`config.mk`:
```
export PLATFORM = sky130hd
export DESIGN_NAME = noc_traffic_gen
export DESIGN_NICKNAME = d
export VERILOG_FILES = /design/src/rtl/noc_traffic_gen.sv
export SDC_FILE = /design/constraint.sdc
export NUM_CORES = 1
export LEC_CHECK = 0
export ABC_AREA = 1
export BUFFER_PORTS_ARGS = -buffer_cell sky130_fd_sc_hd__buf_2
export CORE_AREA = 3 3 107 84
export DETAILED_ROUTE_END_ITERATION = 10
export DIE_AREA = 0 0 110 87
export PLACE_DENSITY = 0.76
export SLEW_MARGIN = 0
export SYNTH_ARGS = -nofsm -noshare
export SYNTH_HDL_FRONTEND = slang
export SYNTH_SLANG_ARGS = --single-unit
```
`constraint.sdc`:
```
create_clock -name clk -period 3.1 [get_ports clk]
set_input_delay 0.93 -clock clk [delete_from_list [all_inputs] [get_ports clk]]
set_output_delay 0.93 -clock clk [all_outputs]
set_load 0.05 [all_outputs]
```
`src/rtl/noc_traffic_gen.sv`:
```
// Per-node multi-flit packet injector with destination patterns, VC rotation, gaps and a packet budget.
// Define NOC_TRAFFIC_RANDOM_DEST_EN to build the LFSR that drives the random destination mode (11).
module noc_traffic_gen #(
    parameter int NUM_OF_NODES            = 8,
    parameter int FLIT_DATA_WIDTH         = 16,
    parameter int NUM_OF_VIRTUAL_CHANNELS = 2,
    parameter int NODE_ID                 = 0,
    parameter int PACKET_LENGTH           = 4,
    parameter int NUM_PACKETS             = 16,
    parameter int GAP_CYCLES              = 2,
    localparam int DEST_NODE_WIDTH  = $clog2(NUM_OF_NODES),
    localparam int VC_W             = $clog2(NUM_OF_VIRTUAL_CHANNELS),
    localparam int FLIT_TOTAL_WIDTH = 2 + VC_W + FLIT_DATA_WIDTH
) (
    input  logic                          clk,
    input  logic                          reset,
    input  logic                          enable,
    input  logic [1:0]                    mode,
    input  logic [DEST_NODE_WIDTH-1:0]    fixed_dest,
    output logic [FLIT_TOTAL_WIDTH-1:0]   flit_out,
    output logic                          flit_valid,
    input  logic                          flit_ready,
    output logic [15:0]                   packets_sent,
    output logic                          busy,
    output logic                          done
);

    localparam int DW  = DEST_NODE_WIDTH;
    localparam int FDW = FLIT_DATA_WIDTH;
    localparam int FTW = FLIT_TOTAL_WIDTH;
    localparam int HW  = FLIT_DATA_WIDTH / 2;

    localparam logic [DW-1:0] SELF_ID   = DW'(NODE_ID);
    localparam logic [DW-1:0] NEXT_ID   = DW'(NODE_ID + 1);
    localparam logic [DW-1:0] ACROSS_ID = DW'(NODE_ID + NUM_OF_NODES / 2);

    localparam logic [15:0] LAST_BODY_IDX = 16'(PACKET_LENGTH - 2);
    localparam logic [15:0] GAP_LAST      = 16'(GAP_CYCLES - 1);

    localparam logic [1:0] T_HEAD    = 2'b01;
    localparam logic [1:0] T_BODY    = 2'b10;
    localparam logic [1:0] T_TAIL    = 2'b00;
    localparam logic [1:0] T_HONLY   = 2'b11;
    localparam logic [1:0] HEAD_TYPE = (PACKET_LENGTH == 1) ? T_HONLY : T_HEAD;

    typedef enum logic [2:0] {S_IDLE, S_HEAD, S_BODY, S_TAIL, S_GAP, S_FIN} state_t;

    state_t            state_q;
    logic [FTW-1:0]    flit_q;
    logic              valid_q;
    logic              busy_q;
    logic              done_q;
    logic [15:0]       sent_q;
    logic [15:0]       idx_q;
    logic [15:0]       gap_q;
    logic [VC_W-1:0]   vc_q;

    logic              xfer;
    logic              head_xfer;
    logic              last_xfer;
    logic              budget_hit;
    logic              exhausted;
    logic              start_head;
    logic [DW-1:0]     pattern_d;
    logic [DW-1:0]     dest_d;
    logic [VC_W-1:0]   vc_d;
    logic [FDW-1:0]    head_pay_d;
    logic [FTW-1:0]    head_flit_d;
    logic [15:0]       sent_d;
    logic [15:0]       idx_d;

    function automatic logic [FTW-1:0] data_flit(input logic [1:0] t, input logic [VC_W-1:0] vc,
                                                 input logic [15:0] seq, input logic [15:0] idx);
        logic [HW-1:0] s;
        logic [HW-1:0] i;
        s = HW'(seq);
        i = HW'(idx);
        return {t, vc, FDW'({s, i})};
    endfunction

    assign xfer      = valid_q && flit_ready;
    assign head_xfer = xfer && (state_q == S_HEAD);
    assign last_xfer = xfer && ((state_q == S_TAIL) || (state_q == S_HEAD && PACKET_LENGTH == 1));

`ifdef NOC_TRAFFIC_RANDOM_DEST_EN
    logic [15:0] lfsr_q;
    logic [15:0] lfsr_d;

    // Galois step on every head transfer; the value already stepped this cycle seeds a head issued in the same cycle
    assign lfsr_d = head_xfer ? (lfsr_q[0] ? ((lfsr_q >> 1) ^ 16'hB400) : (lfsr_q >> 1)) : lfsr_q;

    always_ff @(posedge clk) begin
        if (reset) begin
            lfsr_q <= 16'hACE1 ^ 16'(NODE_ID);
        end else begin
            lfsr_q <= lfsr_d;
        end
    end
`endif

    always_comb begin
        pattern_d = fixed_dest;
        case (mode)
            2'b01:   pattern_d = NEXT_ID;
            2'b10:   pattern_d = ACROSS_ID;
`ifdef NOC_TRAFFIC_RANDOM_DEST_EN
            2'b11:   pattern_d = lfsr_d[DW-1:0];
`else
            2'b11:   pattern_d = fixed_dest;
`endif
            default: pattern_d = fixed_dest;
        endcase
    end

    assign dest_d      = (pattern_d == SELF_ID) ? NEXT_ID : pattern_d;
    assign vc_d        = last_xfer ? vc_q + VC_W'(1) : vc_q;
    assign head_pay_d  = (FDW'(dest_d) << (FDW - DW)) | (FDW'(SELF_ID) << (FDW - 2 * DW));
    assign head_flit_d = {HEAD_TYPE, vc_d, head_pay_d};
    assign sent_d      = (sent_q == 16'hFFFF) ? sent_q : sent_q + 16'd1;
    assign idx_d       = idx_q + 16'd1;
    assign budget_hit  = (NUM_PACKETS != 0) && (32'(sent_q) + 32'd1 >= 32'(NUM_PACKETS));
    assign exhausted   = (NUM_PACKETS != 0) && (32'(sent_q) >= 32'(NUM_PACKETS));

    // A new head may follow the tail directly only when no gap is configured
    assign start_head = enable && (((state_q == S_IDLE) && !exhausted) ||
                                   ((state_q == S_GAP) && (gap_q == GAP_LAST)) ||
                                   (last_xfer && !budget_hit && GAP_CYCLES == 0));

    always_ff @(posedge clk) begin
        if (reset) begin
            state_q <= S_IDLE;
            flit_q  <= '0;
            valid_q <= 1'b0;
            busy_q  <= 1'b0;
            done_q  <= 1'b0;
            sent_q  <= 16'd0;
            idx_q   <= 16'd0;
            gap_q   <= 16'd0;
            vc_q    <= '0;
        end else begin
            if (last_xfer) begin
                sent_q  <= sent_d;
                vc_q    <= vc_d;
                valid_q <= 1'b0;
                busy_q  <= 1'b0;
                if (budget_hit) begin
                    state_q <= S_FIN;
                    done_q  <= 1'b1;
                end else if (GAP_CYCLES > 0) begin
                    state_q <= S_GAP;
                    gap_q   <= 16'd0;
                end else begin
                    state_q <= S_IDLE;
                end
            end else begin
                case (state_q)
                    S_HEAD: begin
                        if (xfer) begin
                            idx_q <= 16'd1;
                            if (PACKET_LENGTH == 2) begin
                                state_q <= S_TAIL;
                                flit_q  <= data_flit(T_TAIL, vc_q, sent_q, 16'd1);
                            end else begin
                                state_q <= S_BODY;
                                flit_q  <= data_flit(T_BODY, vc_q, sent_q, 16'd1);
                            end
                        end
                    end
                    S_BODY: begin
                        if (xfer) begin
                            idx_q <= idx_d;
                            if (idx_q == LAST_BODY_IDX) begin
                                state_q <= S_TAIL;
                                flit_q  <= data_flit(T_TAIL, vc_q, sent_q, idx_d);
                            end else begin
                                flit_q  <= data_flit(T_BODY, vc_q, sent_q, idx_d);
                            end
                        end
                    end
                    S_GAP: begin
                        if (gap_q == GAP_LAST) begin
                            state_q <= S_IDLE;
                        end else begin
                            gap_q <= gap_q + 16'd1;
                        end
                    end
                    default: ;
                endcase
            end
            if (start_head) begin
                state_q <= S_HEAD;
                flit_q  <= head_flit_d;
                valid_q <= 1'b1;
                busy_q  <= 1'b1;
            end
        end
    end

    assign flit_out     = flit_q;
    assign flit_valid   = valid_q;
    assign packets_sent = sent_q;
    assign busy         = busy_q;
    assign done         = done_q;

endmodule
```
==> impl_metrics.env, run 1 <==
export IMPL_status="finished clean"
export IMPL_grt_pass1_vias=3749
export IMPL_ff2ff_setup_slack_ns=0.63
export IMPL_nets=668
export IMPL_powerDensity_nw_per_um2=525.3
export IMPL_clockRootBuffer="clkbuf_8"
export IMPL_dpl_worst_slack_ns=0.5437
export IMPL_drt_wirelength_per_cell_um=12.86
export IMPL_fin_crit_sh_pct=79.80
export IMPL_crit_family="simple AND/OR/NAND/NOR gates"
export IMPL_worst_pin_slew_ns=0.5871
export IMPL_cts_max_path_buffers=2
export IMPL_seqCellArea_um2=1461
export IMPL_cts_sinks=73
export IMPL_post_dp_cell_area_um2=4280
export IMPL_cts_inserted_buffers=9
export IMPL_overflow=0
export IMPL_maxCapViolCount=0
export IMPL_slew_headroom_pct=60.76
export IMPL_synth_cells=605
export IMPL_die_x_um=110
export IMPL_path_cells="ha_1 -> nand2_1 -> nor2_4 -> nand2_2 -> nand2_1 -> nand2_1 -> nor2_1 -> nand3_2 -> nor2_4 -> nand3_4 -> nand2_4 -> inv_1 -> nor2_1 -> nor2_1"
export IMPL_fin_ws_ns=0.6262
export IMPL_yosysUniqueCellTypes=35
export IMPL_die_y_um=87
export IMPL_cts_tree="yes"
export IMPL_finClkSkew_ns=0.006835
export IMPL_max_clock_freq_ghz=0.4042
export IMPL_slowest_delay_ns=0.45
export IMPL_cpMaxStageDelayCell="dfxtp_1"
export IMPL_yosys_warnings=0
export IMPL_detail_route_iter0_violations=275
export IMPL_hold_violations=0
export IMPL_yosysSeqAreaShare_pct=36.85
export IMPL_synth_area_leader_cell="dfxtp_1"
export IMPL_synth_largest_type_area_fraction_pct=36.85
export IMPL_die_area_um2=9570
export IMPL_synthTopCellsByArea="dfxtp_1 (37%), nand2_1 (14%), nor2_1 (8.2%)"
export IMPL_fin_area_um2=4533
export IMPL_cts_setup_buffers=0
export IMPL_required_ns=3.35
export IMPL_vias_per_cell=5.330
export IMPL_slew_viol_final=0
export IMPL_io_buffers=46
export IMPL_io_pins=47
export IMPL_cts_hold_buf=0
export IMPL_avgSynthCellArea_um2=6.556
export IMPL_cp_arrival_ns=2.73
export IMPL_via_count=4051
export IMPL_fin_crit_ns=2.474
export IMPL_drtAntennaViolNets=0
export IMPL_drive_gt1_share_pct=13.89
export IMPL_ir_drop_mv=0.2631
export IMPL_syn_num_nets=623
export IMPL_critical_path_class="reg2reg"
export IMPL_drc_errors=0
export IMPL_drt_wl_total_mm=9.773
export IMPL_finalSetupViolCount=0
export IMPL_fin_setup_tns_ns=0
export IMPL_rsz0062_at_grt="no"
export IMPL_crit_buf_inv=1
export IMPL_netlist_area_um2=3966
export IMPL_core_um2=7883
export IMPL_rows=28
export IMPL_clk_pin_slew_ns=0.08
export IMPL_syn2layout_area_growth_pct=14.29
export IMPL_grt_use_total_pct=21.69
export IMPL_synth_ff_latch_count=73
export IMPL_worst_setup_path_start_kind="flip-flop"
export IMPL_grt_pass1_wl_mm=16.83
export IMPL_antenna_found_initial=0
export IMPL_first_pass_iters=5
export IMPL_dp_hpwl_mm=7.060
export IMPL_multi_input_area_um2=2150
export IMPL_hp_class="reg2reg"
export IMPL_antenna_cells=0
export IMPL_place_congestion=0.9473
export IMPL_final_fill_count=732
export IMPL_start_util_pct=50.32
export IMPL_p_leak_nw=1.927
export IMPL_crit_path_end_kind="flip-flop"
export IMPL_cts_resized=0
export IMPL_path_max_fanout=13
export IMPL_clk_latency_ns=0.35
export IMPL_grt_max_degree=31
export IMPL_htree_levels=3
==> cell usage in the layout (no fill, tap or decap), drive strengths merged, types with 3 or more instances in the layout <==
master,instances
nor2,93
ha,9
or2,3
dfxtp,73
nand2,151
clkinv,3
a21oi,55
buf,51
nand3,43
xor2,4
o21ai,32
bufinv,3
nor3,20
inv,71
nand4,19
clkbuf,10
nor4,5
nand3b,3
==> area by class of cell <==
class	instances	area share, %
well taps	105	2.898
repair buffers	51	5.907
clock inverters	6	2.539
flip-flops and latches	73	32.24
multi-input cells	443	47.42
inverters	72	5.962
clock buffers	10	3.036
==> layer usage <==
metal | part of all wire (%) | vias to the layer above | track usage, %
met5 | 0 | - | 0
met4 | 1.3 | 0 | 6.116
met3 | 7.2 | 16 | 4.596
met2 | 45 | 155 | 36.01
met1 | 46 | 1817 | 28.43
li1 | - | 2063 | -
==> path summary, 6_finish.rpt <==
kind / endpoint / start / depth (start not counted)
min reg2reg: done / done / 2
max reg2reg: gap_q[13] / packets_sent[1] / 14
min: done / done / 2
max: gap_q[13] / packets_sent[1] / 14
==> stage by stage <==
step | utilization, % | hold slack [ns] | std cells | total power [mW]
finish | 57.51 | 0.4596 | 760 | 2.381
global route | 57.51 | 0.4883 | 760 | 2.492
CTS | 57.51 | 0.4652 | 760 | 2.399
detailed placement | 54.30 | 0.4506 | 744 | 1.469
global placement | 54.30 | 0.4408 | 744 | 1.459
floorplan | - | 0.4432 | 605 | 1.371
==> sequential cells by signal (all words and copies together) (netlist names) <==
register and cells:
busy 1, done 1, flit_out 19, gap_q 16
idx_q 16, packets_sent 16, state_q 3, vc_q 1
==> synth_stat cells, drive strengths merged <==
cell type  count
inv           71
nand2        151
xor2           4
clkbuf        10
nand3         43
nand3b         3
nor3          20
or2            3
o21ai         32
a31oi          2
buf            7
nor2          93
dfxtp         73
a211oi         2
nand4         19
clkinv         1
a21oi         55
nor4           5
o22ai          1
o21bai         1
ha             9
==> cells by family after synthesis <==
logic type / synth area share [%]
adders and majority gates: 2.839
buffers and inverters: 8.959
AOI/OAI and AO/OA: 12.30
xor gates and xnor gates: 0.8832
DFF: 36.85
and+or+nand+nor: 38.17
==> tightest hold or removal path, stage by stage (launching register included) <==
cell and delay, ns:
dfxtp_1 0.31, inv_1 0.04, a21oi_1 0.06
==> power by group <==
group | internal, mW | total [mW] | switching [mW]
sequential | 0.976 | 1.01 | 0.0348
combinational | 0.114 | 0.440 | 0.326
clock | 0.559 | 0.930 | 0.371
total | 1.65 | 2.38 | 0.732
Power figures use the tool's default switching activity.
==> run 2: changes to the inputs <==
- ABC_AREA: 1 -> 0
- CORE_AREA: 3 3 107 84 -> 3 3 108 84
- DIE_AREA: 0 0 110 87 -> 0 0 111 87
- PLACE_DENSITY: 0.76 -> 0.79
- clock period: 3.1 -> 2.25 ns (I/O delays scaled with it)
==> run 2 against run 1 <==
- area after synthesis rose by 1.2%
- clock power rose by 2.7%
- synthesized cell count fell by 20%
- die area rose by 0.91%
- total power rose by 2.6%
- register-to-register slack got worse by 0.52 ns
- via count fell by 10%
==> impl_metrics.env, run 2 <==
export IMPL_p_int_mw=1.810
export IMPL_cp_arrival_ns=2.39
export IMPL_seqCellArea_um2=1473
export IMPL_ys_async_sr_fraction_pct=0
export IMPL_cts_tree="yes"
export IMPL_vias_per_cell=5.671
export IMPL_cts_max_path_buffers=2
export IMPL_synth_largest_type_area_fraction_pct=36.41
export IMPL_finClkSkew_ns=0.01416
export IMPL_final_common_cell="dfxtp_1"
export IMPL_grt_use_total_pct=20.37
export IMPL_hp_class="reg2reg"
export IMPL_avgSynthCellArea_um2=8.345
export IMPL_fin_crit_sh_pct=95.43
export IMPL_grt_pass1_vias=3362
export IMPL_crit_buf_inv=0
export IMPL_core_um2=7953
export IMPL_clkPwrFrac_pct=39.1
export IMPL_crit_path_end_kind="flip-flop"
export IMPL_dp_hpwl_mm=6.970
export IMPL_drive_gt1_share_pct=22.72
export IMPL_first_pass_iters=4
export IMPL_ys_top_cells_by_count="dfxtp_1 (73), nor2_1 (59), nand2_1 (54)"
export IMPL_grt_max_degree=24
export IMPL_netlist_area_um2=4014
export IMPL_cts_inserted_buffers=9
export IMPL_die_y_um=87
export IMPL_post_dp_cell_area_um2=4415
export IMPL_io_buffers=46
export IMPL_max_clock_freq_ghz=0.4657
export IMPL_nets=551
export IMPL_final_cell_mix="dfxtp_1 (64), nor2_1 (59), nand2_1 (54), buf_2 (46), a21oi_1 (27)"
export IMPL_overflow=0
export IMPL_worst_setup_path_start_kind="flip-flop"
export IMPL_yosys_cell_count_top_type="dfxtp_1"
export IMPL_syn2layout_area_growth_pct=14.68
export IMPL_rows=28
export IMPL_rsz0062_at_grt="yes"
export IMPL_required_ns=2.49
export IMPL_yosysSeqAreaShare_pct=36.41
export IMPL_drc_errors=0
export IMPL_synth_cells=481
export IMPL_final_fill_count=700
export IMPL_slew_headroom_pct=63.82
export IMPL_fin_setup_tns_ns=0
export IMPL_p_leak_nw=1.807
export IMPL_die_area_um2=9657
export IMPL_switchingPower_mw=0.6318
export IMPL_antenna_cells=0
export IMPL_start_util_pct=50.47
export IMPL_final_cells=642
export IMPL_io_pins=47
export IMPL_comb_power_share_pct=6.9
export IMPL_slowest_delay_ns=0.40
export IMPL_hold_violations=0
export IMPL_antenna_found_initial=0
export IMPL_powerDensity_nw_per_um2=530.6
export IMPL_synth_ff_latch_count=73
export IMPL_htree_levels=3
export IMPL_via_count=3641
export IMPL_maxCapViolCount=0
export IMPL_clk_pin_slew_ns=0.07
export IMPL_crit_family="compound AO/OA/AOI/OAI gates"
export IMPL_clk_latency_ns=0.37
export IMPL_drt_wirelength_per_cell_um=14.68
export IMPL_synth_area_leader_cell="dfxtp_1"
export IMPL_synth_edf_count=0
export IMPL_yosys_warnings=0
export IMPL_synthTopCellsByArea="dfxtp_1 (36%), nor2_1 (5.5%), nand2_1 (5.0%)"
export IMPL_cpMaxStageDelayCell="dfxtp_2"
export IMPL_dp_cells=626
export IMPL_path_max_fanout=7
export IMPL_status="finished clean"
export IMPL_total_power_mw=2.442
export IMPL_drt_wl_total_mm=9.423
export IMPL_die_x_um=111
export IMPL_clockRootBuffer="clkbuf_8"
export IMPL_slew_viol_final=0
export IMPL_finalSetupViolCount=0
export IMPL_drtAntennaViolNets=0
export IMPL_detail_route_iter0_violations=304
export IMPL_cts_resized=0
export IMPL_yosysUniqueCellTypes=67
export IMPL_grt_pass1_wl_mm=15.98
export IMPL_multi_input_area_um2=2317
export IMPL_worst_pin_slew_ns=0.5378
export IMPL_largest_register_ffs=19
export IMPL_fin_crit_ns=2.147
export IMPL_synth_ff_type="dfxtp_1"
export IMPL_path_cells="ha_1 -> and3_1 -> xnor2_1 -> a41o_1 -> nand4_2 -> o21ai_2 -> a21oi_1"
export IMPL_power_frac_seq_pct=54.0
export IMPL_fin_area_um2=4603
export IMPL_ir_drop_mv=0.3125
export IMPL_fin_util_pct=57.88
export IMPL_place_congestion=0.9081
export IMPL_syn_num_nets=499
export IMPL_critical_path_class="reg2reg"
export IMPL_swShare_pct=25.87
export IMPL_cts_sinks=73
==> run 2: cell count changes after synthesis, sizes merged, moves of 7 or more <==
cell,before,now
a21oi,55,27
and3,0,11
buf,7,19
inv,71,17
nand2,151,54
nand3,43,26
nor2,93,60
nor3,20,12
o21ai,32,12
or3,0,7
xnor2,0,19
xor2,4,15
==> run 2: logic make-up after synthesis <==
kind of cell,Yosys count,share of synthesized area (%)
flip-flops,73,36.41
AND/OR/NAND/NOR,226,30.05
multiplexers,4,1.029
adder cells (fa/ha/maj),9,2.806
XOR/XNOR,34,7.419
AO/OA/AOI/OAI,87,16.43
buffers and inverters,48,5.860
==> run 2: layout make-up <==
| type | count | area share [%] |
|---|---|---|
| tap | 105 | 2.854 |
| timing repair buffer | 72 | 9.513 |
| clock inverter | 4 | 0.6252 |
| inverter | 17 | 1.386 |
| sequential | 73 | 31.99 |
| clock buffer | 11 | 3.289 |
| multi-input combinational | 360 | 50.34 |
==> run 2: per-stage QoR <==
| step | setup WS (ns) | hold WS (ns) |
|---|---|---|
| floorplan | 0.009993 | 0.4578 |
| global placement | 0.09186 | 0.4364 |
| detailed placement | 0.06829 | 0.4472 |
| CTS | 0.1001 | 0.4576 |
| global route | -0.06399 | 0.4841 |
| finish | 0.1027 | 0.4535 |
==> run 2: worst paths after layout <==
check	from	endpoint	slack, ns	cells after the start
worst max register to register	packets_sent[1]	gap_q[9]	0.10	7
worst max-delay path	packets_sent[1]	gap_q[9]	0.10	7
worst min register to register	flit_out[8]	flit_out[8]	0.45	2
worst min-delay path	flit_out[8]	flit_out[8]	0.45	2
==> run 2: what timing repair did <==
item | CTS | global route
hold buffers | 0 | 0
buffers inserted | 0 | 1
endpoints found under the setup margin | 0 | 11
==> run 2: power by group through the flow <==
stage          clock network, mW  registers [mW]  logic, mW
4_1_cts                    0.975            1.32      0.169
5_1_grt                     1.03            1.32      0.185
3_3_place_gp                   0            1.35      0.165
2_1_floorplan                  0            1.37     0.0956
6_report                   0.955            1.32      0.169
3_5_place_dp                   0            1.35      0.169
==> run 2: metal layers <==
layer / global-route usage [%] / vias up / part of all wire, % / wire, um
met1: 26.54 / 1724 / 48 / 4529
met5: 0 / - / 0 / 0
li1: - / 1807 / - / -
met2: 31.44 / 92 / 45 / 4219
met4: 7.830 / 0 / 2.0 / 193
met3: 6.875 / 18 / 5.1 / 481
==> run 2: tightest hold or removal path, delay by kind of cell, from the launching register on <==
family / cells / cell delay [ns]
simple gates: 1 / 0.05
flops: 1 / 0.31
compound gates: 1 / 0.05
==> run 3: changes to the inputs <==
- CORE_AREA: 3 3 108 84 -> 3 3 105 82
- DIE_AREA: 0 0 111 87 -> 0 0 108 85
- PLACE_DENSITY: 0.79 -> 0.82
==> run 3 against run 2 <==
- cell count shrank 0.31%
- worst setup slack improved by 0.059 ns
- combinational power about the same
- maximum frequency is 2.8% higher
- die area is 4.9% lower
- first-iteration DRC count fell by 17%
- worst hold slack gained 0.0023 ns
- clock skew decreased by 0.0051 ns
- largest cell class unchanged
==> impl_metrics.env, run 3 (same netlist as run 2, synthesis figures left out) <==
export IMPL_status="finished clean"
export IMPL_fin_crit_sh_pct=92.80
export IMPL_fin_crit_ns=2.088
export IMPL_antenna_found_initial=0
export IMPL_worstReg2RegStart="packets_sent[3]"
export IMPL_crit_path_end="gap_q[3]"
export IMPL_crit_path_end_kind="flip-flop"
export IMPL_clk_pin_slew_ns=0.08
export IMPL_drt_wirelength_per_cell_um=14.82
export IMPL_die_x_um=108
export IMPL_detail_route_iter0_violations=251
export IMPL_seqCellArea_um2=1473
export IMPL_grt_pass1_wl_mm=16.13
export IMPL_die_y_um=85
export IMPL_drt_wl_total_mm=9.484
export IMPL_fin_util_pct=59.71
export IMPL_cp_arrival_ns=2.31
export IMPL_die_area_um2=9180
export IMPL_swShare_pct=24.76
export IMPL_first_pass_iters=4
export IMPL_cts_tree="yes"
export IMPL_ir_drop_mv=0.4116
export IMPL_slew_viol_final=0
export IMPL_finalSetupViolCount=0
export IMPL_worst_setup_path_start_kind="flip-flop"
export IMPL_finClkSkew_ns=0.009015
export IMPL_place_congestion=0.9094
export IMPL_rows=28
export IMPL_drtAntennaViolNets=0
export IMPL_core_um2=7742
export IMPL_cpMaxStageDelayCell="dfxtp_1"
export IMPL_start_util_pct=51.84
export IMPL_r2r_end="gap_q[3]"
export IMPL_powerDensity_nw_per_um2=570.5
export IMPL_p_leak_nw=1.804
export IMPL_required_ns=2.48
export IMPL_hp_start="flit_out[7]"
export IMPL_cts_max_path_buffers=2
export IMPL_final_fill_count=663
export IMPL_worst_pin_slew_ns=0.3862
export IMPL_dpl_worst_slack_ns=0.08320
export IMPL_hold_violations=0
export IMPL_cts_hold_buf=0
export IMPL_via_count=3671
export IMPL_cts_inserted_buffers=9
export IMPL_comb_power_share_pct=6.4
export IMPL_crit_family="simple AND/OR/NAND/NOR gates"
export IMPL_syn2layout_area_growth_pct=15.18
export IMPL_fin_area_um2=4623
export IMPL_grt_use_total_pct=21.63
export IMPL_startpoint="packets_sent[3]"
export IMPL_drive_gt1_share_pct=22.99
export IMPL_hp_class="reg2reg"
export IMPL_slew_headroom_pct=73.89
export IMPL_antenna_cells=0
export IMPL_crit_buf_inv=0
export IMPL_final_common_cell="dfxtp_1"
export IMPL_switchingPower_mw=0.6530
export IMPL_htree_levels=3
export IMPL_grt_pass1_vias=3420
export IMPL_clkPwrFrac_pct=43.6
export IMPL_path_max_fanout=4
export IMPL_fin_setup_tns_ns=0
export IMPL_p_int_mw=1.984
export IMPL_slowest_delay_ns=0.42
export IMPL_maxCapViolCount=0
export IMPL_path_cells="nand4_2 -> nor4_4 -> mux2i_1 -> nand4_2 -> nor2_4 -> a311oi_2"
export IMPL_ff2ff_setup_slack_ns=0.16
export IMPL_r2r_cells=6
export IMPL_max_clock_freq_ghz=0.4790
export IMPL_nets=548
export IMPL_clockRootBuffer="clkbuf_8"
export IMPL_largest_register_ffs=19
export IMPL_grt_max_degree=26
export IMPL_final_cell_mix="dfxtp_1 (64), nor2_1 (58), nand2_1 (54), buf_2 (46), a21oi_1 (27)"
export IMPL_drc_errors=0
export IMPL_dp_hpwl_mm=6.869
export IMPL_post_dp_cell_area_um2=4380
export IMPL_clk_latency_ns=0.36
export IMPL_io_pins=47
export IMPL_io_buffers=46
export IMPL_multi_input_area_um2=2333
export IMPL_fin_ws_ns=0.1621
export IMPL_overflow=0
export IMPL_path_depth=6
export IMPL_vias_per_cell=5.736
export IMPL_cts_sinks=73
export IMPL_cpMostUsedCell="nand4_2"
export IMPL_critical_path_class="reg2reg"
export IMPL_power_frac_seq_pct=50.0
export IMPL_rsz0062_at_grt="no"
-- run 3: cell count changes in the layout (fill, tap and decap cells not counted), sizes merged --
cell	change
buf	-3
bufinv	+2
clkbuf	-1
clkinv	-2
clkinvlp	+1
inv	+1
-- run 3: power groups by stage --
stage | clock network, mW | logic, mW | registers [mW]
2_1_floorplan | 0 | 0.0956 | 1.37
3_3_place_gp | 0 | 0.163 | 1.35
3_5_place_dp | 0 | 0.167 | 1.35
4_1_cts | 1.18 | 0.168 | 1.32
5_1_grt | 1.24 | 0.186 | 1.32
6_report | 1.15 | 0.169 | 1.32
-- run 3: worst min-delay path, cell delays in order, from the launching register on --
cell and delay [ns]:
dfxtp_1 0.31, nand2_1 0.05, a21oi_1 0.05
-- run 3: metal layers --
layer  track usage, %  part of all wire [%]  up-vias
li1                 -                     -     1803
met5                0                     0        -
met2            33.47                    47       84
met1            29.23                    47     1773
met3            5.095                   4.8       11
met4            8.601                   1.2        0
-- run 3: worst min path at each step --
stage,end,cells past startpoint
final,flit_out[7],2
after CTS,flit_out[7],2
after floorplan,idx_q[15],2
after detailed placement,flit_out[7],2
after global placement,flit_out[2],2
after global routing,flit_out[7],2
-- run 3: cell type report --
cell class	count	area share, %
multi-input cells	360	50.47
repair buffers	69	8.714
inverters	17	1.380
well taps	105	2.842
clock buffers	10	2.760
clock inverters	6	1.976
flip-flops and latches	73	31.85
-- run 3: repair_timing --
action	CTS	global route
buffers inserted	0	1
setup endpoints to repair	0	12
gates resized for setup	0	5
-- run 3: through the flow --
step	instances	hold slack, ns	power (mW)
after floorplan	481	0.4578	1.469
after global placement	623	0.4371	1.511
after detailed placement	623	0.4474	1.516
after CTS	639	0.4594	2.666
after global routing	640	0.4753	2.745
final	640	0.4558	2.637
